[src/rtl/vrased_reset_ctrl.sv]
// Violation-reset sequencer: collects monitor violations, stretches one reset to the core,
// then waits for a clean reset-vector fetch before returning to idle.
module vrased_reset_ctrl #(
    parameter int unsigned N_SRC         = 4,
    parameter int unsigned HOLD_CYCLES   = 8,
    parameter int unsigned WAIT_MAX      = 64,
    parameter logic [15:0] RESET_HANDLER = 16'hFFFE,
    parameter int unsigned CNT_W         = 8
) (
    input  logic             i_clk,
    input  logic             i_rst,
    input  logic [N_SRC-1:0] i_viol,
    input  logic [15:0]      i_pc,
    input  logic             i_cause_clr,
    output logic             o_sys_rst,
    output logic [1:0]       o_ctrl_state,
    output logic [N_SRC-1:0] o_cause,
    output logic [N_SRC-1:0] o_first_cause,
    output logic [CNT_W-1:0] o_viol_cnt
);

    typedef enum logic [1:0] {
        StIdle    = 2'b00,
        StAssert  = 2'b01,
        StRelease = 2'b10
    } state_e;

    localparam logic [7:0]       HoldReload = 8'(HOLD_CYCLES - 1);
    localparam logic [9:0]       WaitLast   = 10'(WAIT_MAX - 1);
    localparam logic [N_SRC-1:0] SrcOne     = N_SRC'(1);
    localparam logic [CNT_W-1:0] CntOne     = CNT_W'(1);

    state_e           r_state;
    logic             r_sys_rst;
    logic [7:0]       r_hold_cnt;
    logic [9:0]       r_wait_cnt;
    logic [N_SRC-1:0] r_cause;
    logic [N_SRC-1:0] r_first_cause;
    logic [CNT_W-1:0] r_viol_cnt;

    logic             w_any;
    logic [N_SRC-1:0] w_lowest;
    logic [CNT_W-1:0] w_cnt_inc;

    assign w_any     = |i_viol;
    // Two's-complement trick isolates the lowest set bit.
    assign w_lowest  = i_viol & (~i_viol + SrcOne);
    assign w_cnt_inc = (r_viol_cnt == '1) ? r_viol_cnt : r_viol_cnt + CntOne;

    always_ff @(posedge i_clk or posedge i_rst) begin
        if (i_rst) begin
            r_state       <= StIdle;
            r_sys_rst     <= 1'b0;
            r_hold_cnt    <= '0;
            r_wait_cnt    <= '0;
            r_cause       <= '0;
            r_first_cause <= '0;
            r_viol_cnt    <= '0;
        end else begin
            case (r_state)
                StIdle: begin
                    r_sys_rst <= 1'b0;
                    if (w_any) begin
                        r_state       <= StAssert;
                        r_sys_rst     <= 1'b1;
                        r_hold_cnt    <= HoldReload;
                        r_cause       <= i_cause_clr ? i_viol : (r_cause | i_viol);
                        r_first_cause <= w_lowest;
                        r_viol_cnt    <= w_cnt_inc;
                    end else if (i_cause_clr) begin
                        r_cause <= '0;
                    end
                end
                StAssert: begin
                    if (w_any) begin
                        r_cause    <= r_cause | i_viol;
                        r_hold_cnt <= HoldReload;
                    end else if (r_hold_cnt != 8'd0) begin
                        r_hold_cnt <= r_hold_cnt - 8'd1;
                    end else begin
                        r_state    <= StRelease;
                        r_sys_rst  <= 1'b0;
                        r_wait_cnt <= '0;
                    end
                end
                StRelease: begin
                    if (w_any) begin
                        r_state    <= StAssert;
                        r_sys_rst  <= 1'b1;
                        r_hold_cnt <= HoldReload;
                        r_cause    <= r_cause | i_viol;
                        r_viol_cnt <= w_cnt_inc;
                    end else if (i_pc == RESET_HANDLER) begin
                        r_state <= StIdle;
                    end else if (r_wait_cnt == WaitLast) begin
                        // Core never reached the reset vector: re-assert without a new event.
                        r_state    <= StAssert;
                        r_sys_rst  <= 1'b1;
                        r_hold_cnt <= HoldReload;
                    end else begin
                        r_wait_cnt <= r_wait_cnt + 10'd1;
                    end
                end
                default: begin
                    r_state   <= StIdle;
                    r_sys_rst <= 1'b0;
                end
            endcase
        end
    end

    assign o_sys_rst     = r_sys_rst;
    assign o_ctrl_state  = r_state;
    assign o_cause       = r_cause;
    assign o_first_cause = r_first_cause;
    assign o_viol_cnt    = r_viol_cnt;

endmodule
[config.mk]
export PLATFORM = sky130hd
export DESIGN_NAME = vrased_reset_ctrl
export DESIGN_NICKNAME = d
export VERILOG_FILES = /design/src/rtl/vrased_reset_ctrl.sv
export SDC_FILE = /design/constraint.sdc
export NUM_CORES = 1
export LEC_CHECK = 0
export BUFFER_PORTS_ARGS = -buffer_cell sky130_fd_sc_hd__buf_2
export CAP_MARGIN = 40
export CORE_MARGIN = 4
export CORE_UTILIZATION = 59
export DETAILED_ROUTE_END_ITERATION = 8
export PLACE_DENSITY_LB_ADDON = 0.25
export SLEW_MARGIN = 20
export SYNTH_ARGS = -nofsm -noshare
export SYNTH_HDL_FRONTEND = slang
export SYNTH_SLANG_ARGS = --single-unit
export TNS_END_PERCENT = 30
[constraint.sdc]
create_clock -name i_clk -period 5.1 [get_ports i_clk]
set_clock_uncertainty 0.15 [all_clocks]
set_input_delay 0.255 -clock i_clk [delete_from_list [all_inputs] [get_ports i_clk]]
set_output_delay 0.255 -clock i_clk [all_outputs]
set_load 0.05 [all_outputs]
==> results.toml <==
[drt]
wire_per_inst_um = 14.6
drt-total-wl_um = 4550
drc = 0
drt_iter0_drc = 139
dr_wl_met2_um = 2200
antenna_left = 0
viasPerCell = 6.06
dr.pass1.iters = 4
vias = 1892
wl_met3_um = 254
drt-met1-wl_um = 2000
top_layer_used = "met4"

[worst_setup_path]
slowest_stage = "a311oi_1"
cp_max_fo = 21
max_stage_delay_ns = 0.68
startpoint_type = "flip-flop"
crit_type = "reg -> reg"
crit_top_cell = "nor2_1"
critPathArrivalTime_ns = 2.95
worstSetupEndpointType = "flip-flop"
crit_chain = "inv_1 > ha_1 > nor2_1 > a311oi_1 > nand4_1 > nor2_1 > xor2_1"
worstPathRequired_ns = 5.23

[timing]
rsz0062_at_grt = "false"
setup_violations = 0
fin_crit_ns = 2.82
max_freq_mhz = 355
setup_tns_ns = 0
final_max_slew_viol_count = 0
holdWs_ns = 0.0208
min_period_over_period_pct = 55.3
hold_viol_final = 0
relSlewSlack_pct = 44.8
tightestPinTransition_ns = 0.823

[floorplanning]
die_area_mm2 = 0.00464
die_w_um = 68.1
ios = 42
fp.coreArea_mm2 = 0.00342
dieHeight_um = 68.1
rows = 21
start_util_pct = 62.4

[final_layout]
nets = 297
design_area_mm2 = 0.00245
num_antenna_cells = 0
fill_cells = 254
drive_gt1_share_pct = 21.8
syn2layout_area_growth_pct = 15.0
final-seq-area_um2 = 926
multi_input_area_mm2 = 0.00113

[synthesis]
syn_inst = 221
synth-edff-count = 0
synth_nets = 253
synthTopCellsByArea = "dfrtp_1 (43%), ha_1 (5.3%), nand2_1 (3.7%), a211o_1 (3.3%), a21oi_1 (2.8%)"
ys.flop_type = "dfrtp_1"
yosys.area.top_type_share_pct = 43.4
yosysSeqAreaShare_pct = 43.4
ys_types = 51
ys_ff_latch = 37
syn_area_mm2 = 0.00213
async_flop_share_pct = 100
syn_avg_cell_area_um2 = 9.65
ys.warnings.count = 0
synth_top_area_cell = "dfrtp_1"

[power_and_ir_drop]
sw_frac_of_total_pct = 50.5
total_power_mw = 1.29
peakVddDrop_mv = 0.449
p_clk_share_pct = 13.0
pwr-share-comb_pct = 52.2
p_per_area_mw_per_mm2 = 527
p_leak_nw = 1.18
power_frac_seq_pct = 34.8
p_switching_uw = 652
p_int_uw = 639

[placement]
gp_congestion = 0.820
placed_cell_area_mm2 = 0.00238
hpwlAfterDp_um = 3250
portBuffers = 41

[status]
outcome = "finished clean"

[global_route]
antenna_found_initial = 0
track_usage_pct = 21.9
grt_pass1_wl_um = 7560
grt_pass1_vias = 1750
grt_overflow = 0
grt_max_degree = 38

[clock_tree]
cts_tree = "yes"
cts_buffers = 5
clk_latency_ns = 0.35
cts.sink_count = 37
htreeDepth = 2
root_buffer = "clkbuf_4"
path_clk_slew_ns = 0.11
clockBufferDepth = 2
cts_setup_buffers = 0

[job]
max_cap_viol_count = 0

[worst_hold_path]
min_path_type = "in -> reg"
[synth_stat cells, types with 5 or more instances]
cell type  instances
nor4_1             5
a31oi_1            5
dfrtp_1           37
nand3_1            7
nor3_1             5
and3_1             7
or4_1              5
nor2_1            12
a21oi_1           12
a211o_1            8
ha_1               9
nand4_1            9
nand2_1           21
o21ai_0            6
inv_1             12
[placed cells by master, fill, tap and decap left out, drive strengths merged, types with 2 or more instances in the layout]
master  count
a211o       8
a21o        3
a21oi      12
a31oi       5
and2        3
and3        8
buf        43
clkbuf      6
clkinv      2
dfrtp      37
ha          9
inv        12
mux2        3
nand2      21
nand2b      2
nand3       7
nand4       9
nor2       12
nor3        5
nor3b       2
nor4        6
nor4b       4
o211a       4
o21a        2
o21ai       8
o311ai      2
or3         3
or4         6
xnor2       4
xor2        3
[registers in the layout, indices dropped and copies added (netlist names)]
name / count
o_sys_rst: 1
r_hold_cnt: 8
o_first_cause: 4
o_ctrl_state: 2
r_wait_cnt: 10
o_cause: 4
o_viol_cnt: 8
[timing repair]
item / CTS / global route
endpoints found under the hold margin: 37 / 0
hold buffers: 1 / 0
gates resized for setup: 0 / 0
[critical path, delay by kind of cell (launching register included)]
kind / cells / cell delay [ns]
compound gates: 1 / 0.68
fa+ha+maj: 1 / 0.59
xor+xnor: 1 / 0.16
simple gates: 3 / 0.61
buf+inv: 1 / 0.13
flops: 1 / 0.44
[per-layer routing]
layer  global-route usage, %  up-vias
met4                    10.2        0
met1                    27.9      901
li1                        -      922
met2                    35.5       60
met5                       0        -
met3                    4.76        9
[kinds of logic after synthesis]
family / after synthesis / share of synthesized area, %
buf+inv: 19 / 3.64
compound gates: 55 / 18.4
mux: 4 / 2.05
fa+ha+maj: 9 / 5.28
xor+xnor: 7 / 2.88
simple gates: 90 / 24.4
flops: 37 / 43.4
[area by class of cell]
class	count	share of cell area, %
Tap cell	46	2.35
Inverter	12	1.84
Clock buffer	6	2.09
Multi-Input combinational cell	165	46.0
Sequential cell	37	37.8
Timing Repair Buffer	44	9.39
Clock inverter	2	0.561
[power groups by stage]
stage | logic [mW] | clock network [mW] | registers (mW)
global placement | 0.664 | 0 | 0.451
detailed placement | 0.672 | 0 | 0.454
floorplan | 0.304 | 0 | 0.671
finish | 0.675 | 0.167 | 0.450
global route | 0.731 | 0.184 | 0.466
CTS | 0.675 | 0.171 | 0.449
[metrics by stage]
step           setup WS (ns)  std cells  util, %
3_5_place_dp            2.35        303     69.6
6_report                2.28        312     71.8
4_1_cts                 2.34        312     71.8
5_1_grt                 2.01        312     71.8
3_3_place_gp            2.46        303     69.6
2_1_floorplan           2.70        221        -
[final timing paths]
| path | from | end | slack, ns | cells past startpoint |
|---|---|---|---|---|
| setup / recovery | o_ctrl_state[0] | o_viol_cnt[5] | 2.28 | 7 |
| hold / removal | i_viol[1] | o_first_cause[2] | 0.02 | 2 |
| setup reg to reg | o_ctrl_state[0] | o_viol_cnt[5] | 2.28 | 7 |
| hold reg to reg | o_first_cause[0] | o_first_cause[0] | 0.33 | 2 |
| max in group asynchronous | i_rst | o_ctrl_state[1] | 4.06 | 4 |
| min in group asynchronous | i_rst | r_wait_cnt[6] | 0.41 | 4 |
No activity file was read; power rests on OpenSTA's default activity.
